File: src/rtl/p2s_if.sv
// Handshake bundle between the three filter channels, the RPi CS line and
// the parallel_2_serial consumer. The timeout pulse exists only with P2S_SCHED_TIMEOUT_EN.
interface p2s_if;
  logic [15:0] ch0_data;
  logic [15:0] ch1_data;
  logic [15:0] ch2_data;
  logic [2:0]  ch_valid;
  logic        rpi_cs;
  logic        overrun_clr;
  logic [15:0] filtered_data;
  logic        filter_done;
  logic [1:0]  ch_sel;
  logic        busy;
  logic [2:0]  overrun;
`ifdef P2S_SCHED_TIMEOUT_EN
  logic        timeout;

  modport master (
    output ch0_data, ch1_data, ch2_data, ch_valid, rpi_cs, overrun_clr,
    input  filtered_data, filter_done, ch_sel, busy, overrun, timeout
  );
  modport slave (
    input  ch0_data, ch1_data, ch2_data, ch_valid, rpi_cs, overrun_clr,
    output filtered_data, filter_done, ch_sel, busy, overrun, timeout
  );
`else
  modport master (
    output ch0_data, ch1_data, ch2_data, ch_valid, rpi_cs, overrun_clr,
    input  filtered_data, filter_done, ch_sel, busy, overrun
  );
  modport slave (
    input  ch0_data, ch1_data, ch2_data, ch_valid, rpi_cs, overrun_clr,
    output filtered_data, filter_done, ch_sel, busy, overrun
  );
`endif
endinterface

File: src/rtl/p2s_scheduler.sv
// Round-robin scheduler feeding three axis filter words to an RPi-clocked SPI shifter.
// Optional watchdog enabled by defining P2S_SCHED_TIMEOUT_EN.
module p2s_scheduler #(
  parameter int SYNC_STAGES    = 2,
  parameter int TIMEOUT_CYCLES = 4096
) (
  input logic  clk,
  input logic  rst,
  p2s_if.slave bus
);
  localparam int NUM_CH = 3;

  typedef enum logic [1:0] {IDLE, ARMED, SHIFTING} state_e;

  state_e                       state_q, state_d;
  logic [NUM_CH-1:0]            flag_q, flag_d;
  logic [NUM_CH-1:0][15:0]      pend_q, pend_d;
  logic [NUM_CH-1:0]            overrun_q, overrun_d;
  logic [NUM_CH-1:0]            ovr_evt;
  logic [15:0]                  data_q, data_d;
  logic [1:0]                   sel_q, sel_d;
  logic [1:0]                   last_q, last_d;
  logic                         fd_q, fd_d;
  logic                         busy_q, busy_d;
  logic [SYNC_STAGES:0]         cs_pipe_q, cs_pipe_d;
  logic [SYNC_STAGES:0]         vld_pipe_q, vld_pipe_d;
  logic [NUM_CH-1:0][15:0]      ch_in;
  logic                         cs_fall, cs_rise, cs_real;
  logic                         grant;
  logic [1:0]                   gnt_idx;

  assign ch_in = {bus.ch2_data, bus.ch1_data, bus.ch0_data};

  // vld_pipe marks when every CS flop holds a real sample, so the reset-time
  // ones draining out of the chain never look like a falling edge.
  assign cs_pipe_d  = {cs_pipe_q[SYNC_STAGES-1:0], bus.rpi_cs};
  assign vld_pipe_d = {vld_pipe_q[SYNC_STAGES-1:0], 1'b1};
  assign cs_real    = vld_pipe_q[SYNC_STAGES];
  assign cs_fall    = cs_real &  cs_pipe_q[SYNC_STAGES] & ~cs_pipe_q[SYNC_STAGES-1];
  assign cs_rise    = cs_real & ~cs_pipe_q[SYNC_STAGES] &  cs_pipe_q[SYNC_STAGES-1];

  function automatic logic [1:0] rr_pick(input logic [1:0] last, input int k);
    int c;
    c = (int'(last) + 1 + k) % NUM_CH;
    return 2'(c);
  endfunction

  always_comb begin
    gnt_idx = '0;
    for (int k = NUM_CH - 1; k >= 0; k--)
      if (flag_q[rr_pick(last_q, k)]) gnt_idx = rr_pick(last_q, k);
    grant = (state_q == IDLE) && (|flag_q);
  end

  // A strobe on the edge its channel is granted refills pending without overrun:
  // the old word is leaving, not being lost.
  always_comb begin
    flag_d  = flag_q;
    pend_d  = pend_q;
    ovr_evt = '0;
    for (int i = 0; i < NUM_CH; i++) begin
      if (grant && (gnt_idx == 2'(i))) flag_d[i] = 1'b0;
      if (bus.ch_valid[i]) begin
        ovr_evt[i] = flag_d[i];
        flag_d[i]  = 1'b1;
        pend_d[i]  = ch_in[i];
      end
    end
    overrun_d = (bus.overrun_clr ? '0 : overrun_q) | ovr_evt;
  end

`ifdef P2S_SCHED_TIMEOUT_EN
  localparam int TW = $clog2(TIMEOUT_CYCLES + 1);
  logic [TW-1:0] cnt_q, cnt_d;
  logic          tmo_q, tmo_d;
  assign bus.timeout = tmo_q;
`endif

  always_comb begin
    state_d = state_q;
    data_d  = data_q;
    sel_d   = sel_q;
    last_d  = last_q;
    case (state_q)
      IDLE: if (grant) begin
        data_d  = pend_q[gnt_idx];
        sel_d   = gnt_idx;
        last_d  = gnt_idx;
        state_d = ARMED;
      end
      ARMED:    if (cs_fall) state_d = SHIFTING;
      SHIFTING: if (cs_rise) state_d = IDLE;
      default:  state_d = IDLE;
    endcase
`ifdef P2S_SCHED_TIMEOUT_EN
    cnt_d = '0;
    tmo_d = 1'b0;
    if (state_q != IDLE) begin
      if (cnt_q == TW'(TIMEOUT_CYCLES - 1)) begin
        state_d = IDLE;
        tmo_d   = 1'b1;
      end else begin
        cnt_d = cnt_q + 1'b1;
      end
    end
`endif
    fd_d   = (state_d != IDLE);
    busy_d = (state_d != IDLE);
  end

  always_ff @(posedge clk) begin
    if (rst) begin
      state_q    <= IDLE;
      flag_q     <= '0;
      pend_q     <= '0;
      overrun_q  <= '0;
      data_q     <= '0;
      sel_q      <= '0;
      last_q     <= 2'd2;
      fd_q       <= 1'b0;
      busy_q     <= 1'b0;
      cs_pipe_q  <= '1;
      vld_pipe_q <= '0;
`ifdef P2S_SCHED_TIMEOUT_EN
      cnt_q      <= '0;
      tmo_q      <= 1'b0;
`endif
    end else begin
      state_q    <= state_d;
      flag_q     <= flag_d;
      pend_q     <= pend_d;
      overrun_q  <= overrun_d;
      data_q     <= data_d;
      sel_q      <= sel_d;
      last_q     <= last_d;
      fd_q       <= fd_d;
      busy_q     <= busy_d;
      cs_pipe_q  <= cs_pipe_d;
      vld_pipe_q <= vld_pipe_d;
`ifdef P2S_SCHED_TIMEOUT_EN
      cnt_q      <= cnt_d;
      tmo_q      <= tmo_d;
`endif
    end
  end

  assign bus.filtered_data = data_q;
  assign bus.filter_done   = fd_q;
  assign bus.ch_sel        = sel_q;
  assign bus.busy          = busy_q;
  assign bus.overrun       = overrun_q;
endmodule
File: src/flat_wrapper.sv
// flat-port wrapper written by rule: the top's interface ports become plain ports
module p2s_scheduler_flat 
#(
  parameter int SYNC_STAGES    = 2,
  parameter int TIMEOUT_CYCLES = 4096
)
  (clk, rst, bus_ch0_data, bus_ch1_data, bus_ch2_data, bus_ch_valid, bus_rpi_cs, bus_overrun_clr, bus_filtered_data, bus_filter_done, bus_ch_sel, bus_busy, bus_overrun);
  p2s_if bus_i ();
  input logic clk;
  input logic rst;
  input wire logic [$bits(bus_i.ch0_data)-1:0] bus_ch0_data;
  input wire logic [$bits(bus_i.ch1_data)-1:0] bus_ch1_data;
  input wire logic [$bits(bus_i.ch2_data)-1:0] bus_ch2_data;
  input wire logic [$bits(bus_i.ch_valid)-1:0] bus_ch_valid;
  input wire logic [$bits(bus_i.rpi_cs)-1:0] bus_rpi_cs;
  input wire logic [$bits(bus_i.overrun_clr)-1:0] bus_overrun_clr;
  output wire logic [$bits(bus_i.filtered_data)-1:0] bus_filtered_data;
  output wire logic [$bits(bus_i.filter_done)-1:0] bus_filter_done;
  output wire logic [$bits(bus_i.ch_sel)-1:0] bus_ch_sel;
  output wire logic [$bits(bus_i.busy)-1:0] bus_busy;
  output wire logic [$bits(bus_i.overrun)-1:0] bus_overrun;
  assign bus_i.ch0_data = bus_ch0_data;
  assign bus_i.ch1_data = bus_ch1_data;
  assign bus_i.ch2_data = bus_ch2_data;
  assign bus_i.ch_valid = bus_ch_valid;
  assign bus_i.rpi_cs = bus_rpi_cs;
  assign bus_i.overrun_clr = bus_overrun_clr;
  assign bus_filtered_data = bus_i.filtered_data;
  assign bus_filter_done = bus_i.filter_done;
  assign bus_ch_sel = bus_i.ch_sel;
  assign bus_busy = bus_i.busy;
  assign bus_overrun = bus_i.overrun;
  p2s_scheduler #(.SYNC_STAGES(SYNC_STAGES), .TIMEOUT_CYCLES(TIMEOUT_CYCLES)) u_core (.clk(clk), .rst(rst), .bus(bus_i));
endmodule
File: config.mk
export PLATFORM = sky130hd
export DESIGN_NAME = p2s_scheduler_flat
export DESIGN_NICKNAME = d
export VERILOG_FILES = /design/src/rtl/p2s_if.sv /design/src/rtl/p2s_scheduler.sv /design/src/flat_wrapper.sv
export SDC_FILE = /design/constraint.sdc
export NUM_CORES = 1
export LEC_CHECK = 0
export BUFFER_PORTS_ARGS = -buffer_cell sky130_fd_sc_hd__buf_2
export CAP_MARGIN = 30
export CELL_PAD_IN_SITES_DETAIL_PLACEMENT = 0
export CELL_PAD_IN_SITES_GLOBAL_PLACEMENT = 1
export CORE_UTILIZATION = 30
export CTS_BUF_LIST = sky130_fd_sc_hd__clkbuf_4 sky130_fd_sc_hd__clkbuf_8
export CTS_CLUSTER_SIZE = 10
export DETAILED_ROUTE_END_ITERATION = 8
export PLACE_DENSITY_LB_ADDON = 0.12
export SLEW_MARGIN = 20
export SYNTH_ARGS = -nofsm -noshare
export SYNTH_HDL_FRONTEND = slang
export SYNTH_SLANG_ARGS = --single-unit
File: constraint.sdc
create_clock -name clk -period 2.4 [get_ports clk]
set_clock_uncertainty 0.2 [all_clocks]
set_input_delay 0.24 -clock clk [delete_from_list [all_inputs] [get_ports clk]]
set_output_delay 0.24 -clock clk [all_outputs]
set_load 0.05 [all_outputs]
==> metrics.cfg <==
[timing]
period_minus_slack_ps=2320
rsz0062_at_grt=yes
slew_viol_final=0
tightest_slew_ps=643
hold_viol_final=0
setup_violations=0
fin_crit_sh_pct=96.7
relSlewSlack_pct=57.1
fmax_mhz=431

[logic_synthesis]
synth-seq-area-share_pct=47.3
synthTopCellsByArea=dfxtp_1 (47%), mux2i_1 (14%), nor2_1 (5.8%), o221ai_1 (3.8%), a22oi_1 (3.2%)
synth_seq_cells=82
yosysTopAreaCell=dfxtp_1
synthCells=352
syn_nets=411
yosysUniqueCellTypes=49
netlist.area_leader.share_pct=47.3
synth_ff_type=dfxtp_1
avgSynthCellArea_um2=9.87
synthArstFlopShare_pct=0
synth-edff-count=0
syn-cell-area_um2=3470
ys_warn_count=0

[clock_tree]
cts.reportedPaths.clkPinSlew_ps=80
cts_max_level=3
cts_root_buf=clkbuf_8
cts_buffer_depth=2
numCtsBuffers=9
cts_tree=done
worst_skew_pair.late_latency_ps=360
cts.sinks=82

[route]
postRouteWirelength_mm=9.70
vias=3029
drtPass1Iterations=5
wl_per_cell_um=15.7
vias_per_cell=4.89
ant_nets=0
drc_errors=0
drtIter0Drc=100

[finish]
antennaDiodeCount=0
fin_nets=533
syn_to_final_growth_pct=37.6
drive_gt1_share_pct=26.3
fin_cells=619
fillers=1133
final_util_pct=43.2

[grt]
grt_pass1_vias=2948
grt_pass1_wl_mm=15.1
grt_max_degree=44
grtUsageTotal_pct=16.9
grt-ovfl-total=0
grt_antenna_before_repair=0

[power]
combPwrFrac_pct=28.4
irDropWorstVdd_mv=0.419
p_int_mw=2.67
switching_share_pct=32.0
p_sw_mw=1.26
p_seq_share_pct=39.9
clockPowerShare_pct=31.7
power_density_nw_per_um2=821
p_leak_nw=2.07

[placed_design]
hpwl_mm=6.35
gp_congestion=0.806
port_buffers=77
placedCellCount=551

[job]
cap_violations=0

[critical_path]
worstSetupEndpointType=flop
crit_arrival_ps=2370
reg2reg_depth=8
crit_path_max_fanout=19
start_kind=flop
r2r_setup_slack_ps=80
critPathRequiredTime_ps=2450
crit_type=flop to flop

[min_path]
min_path_cells=2
worst_hold_path_type=primary input to flop

[floorplanning]
io_pins=78
dieArea_um2=12000
core-area_um2=11100
die_h_um=110
dieWidth_um=110
start_util_pct=31.4
fp-row-count=38

[status]
outcome=completed

## kinds of logic after synthesis
kind of cell / synth area share [%]
buffers and inverters: 5.84
AND/OR/NAND/NOR: 16.2
flip-flops: 47.3
adder cells (fa/ha/maj): 1.44
multiplexers: 15.7
AO/OA/AOI/OAI: 13.5
## final cells by class
cell class                 instances  area (um^2)  share of cell area (%)
multi-input combinational        233         1670                    34.8
inverter                           6         22.5                   0.471
sequential                        82         1640                    34.4
clock inverter                     4         98.8                    2.07
timing repair buffer             142         1020                    21.4
tap                              140          175                    3.66
clock buffer                      12          153                    3.19
## metrics by stage
| stage | worst slack [ps] | setup TNS, ps | hold WS (ps) | total power [mW] | cell area (um^2) |
|---|---|---|---|---|---|
| after floorplan | 14.2 | 0 | 144 | 2.36 | 3490 |
| after global placement | 169 | 0 | 195 | 2.61 | 3990 |
| after detailed placement | 128 | 0 | 195 | 2.61 | 3990 |
| after CTS | 98.2 | 0 | 1.07 | 3.93 | 4750 |
| after global routing | -22.4 | -49.0 | 24.4 | 4.13 | 4780 |
| final | 80.1 | 0 | 10.3 | 3.93 | 4780 |
## final timing paths
kind | from | endpoint
worst min-delay path | rst | u_core.vld_pipe_q[0]
worst max register to register | u_core.last_q[0] | u_core.bus.filtered_data[14]
worst min register to register | u_core.cs_pipe_q[0] | u_core.cs_pipe_q[1]
worst max-delay path | u_core.last_q[0] | u_core.bus.filtered_data[14]
## Yosys cell counts (4+ instances only)
| cell | n |
|---|---|
| mux2i_1 | 49 |
| clkbuf_1 | 19 |
| nor2b_1 | 7 |
| inv_1 | 4 |
| buf_6 | 7 |
| dfxtp_1 | 82 |
| ha_1 | 4 |
| a21oi_1 | 5 |
| a22oi_1 | 15 |
| o221ai_1 | 15 |
| nor2_1 | 54 |
| nand4_1 | 15 |
| nand2_1 | 19 |
## placed cells by master, fill, tap and decap left out, types with 10 or more instances in the layout
master          n
dfxtp_1        81
buf_2          77
nor2_1         54
dlygate4sd3_1  50
mux2i_1        48
nand2_1        19
a22oi_1        15
nand4_1        15
o221ai_1       15
buf_4          13
clkbuf_8       10
## state kept, by name (all words and copies together), names as in the netlist
name,flops
u_core.pend_q,48
u_core.bus.filtered_data,16
u_core.bus.overrun,3
u_core.cs_pipe_q,3
u_core.flag_q,3
u_core.vld_pipe_q,3
u_core.last_q,2
u_core.state_q,2
u_core.bus.ch_sel,1
u_core.bus.filter_done,1
## per-layer routing
metal	global-route usage (%)	part of all wire (%)
met1	21.5	46
met2	28.1	48
met3	4.39	4.4
met4	4.86	1.2
met5	0	0
## power by group through the flow
| stage | clock (mW) | sequential [mW] | combinational [mW] |
|---|---|---|---|
| floorplan | 0 | 1.74 | 0.614 |
| global placement | 0 | 1.60 | 1.01 |
| detailed placement | 0 | 1.60 | 1.01 |
| CTS | 1.29 | 1.57 | 1.08 |
| global route | 1.34 | 1.58 | 1.21 |
| finish | 1.24 | 1.57 | 1.12 |
## worst max-delay path, stage by stage (launching register included)
cell and delay (ps):
dfxtp_2 370, inv_2 60, ha_4 270, buf_4 160, o221ai_2 310, a211oi_2 150, buf_12 170, a22o_1 180
a221o_1 330
## repair_timing
action / CTS / global route
gates resized for setup: 0 / 5
endpoints found under the hold margin: 51 / 0
setup buffers: 0 / 2
hold buffers: 50 / 0
endpoints found under the setup margin: 0 / 7
Note: power is estimated with default switching activity, not from simulation.
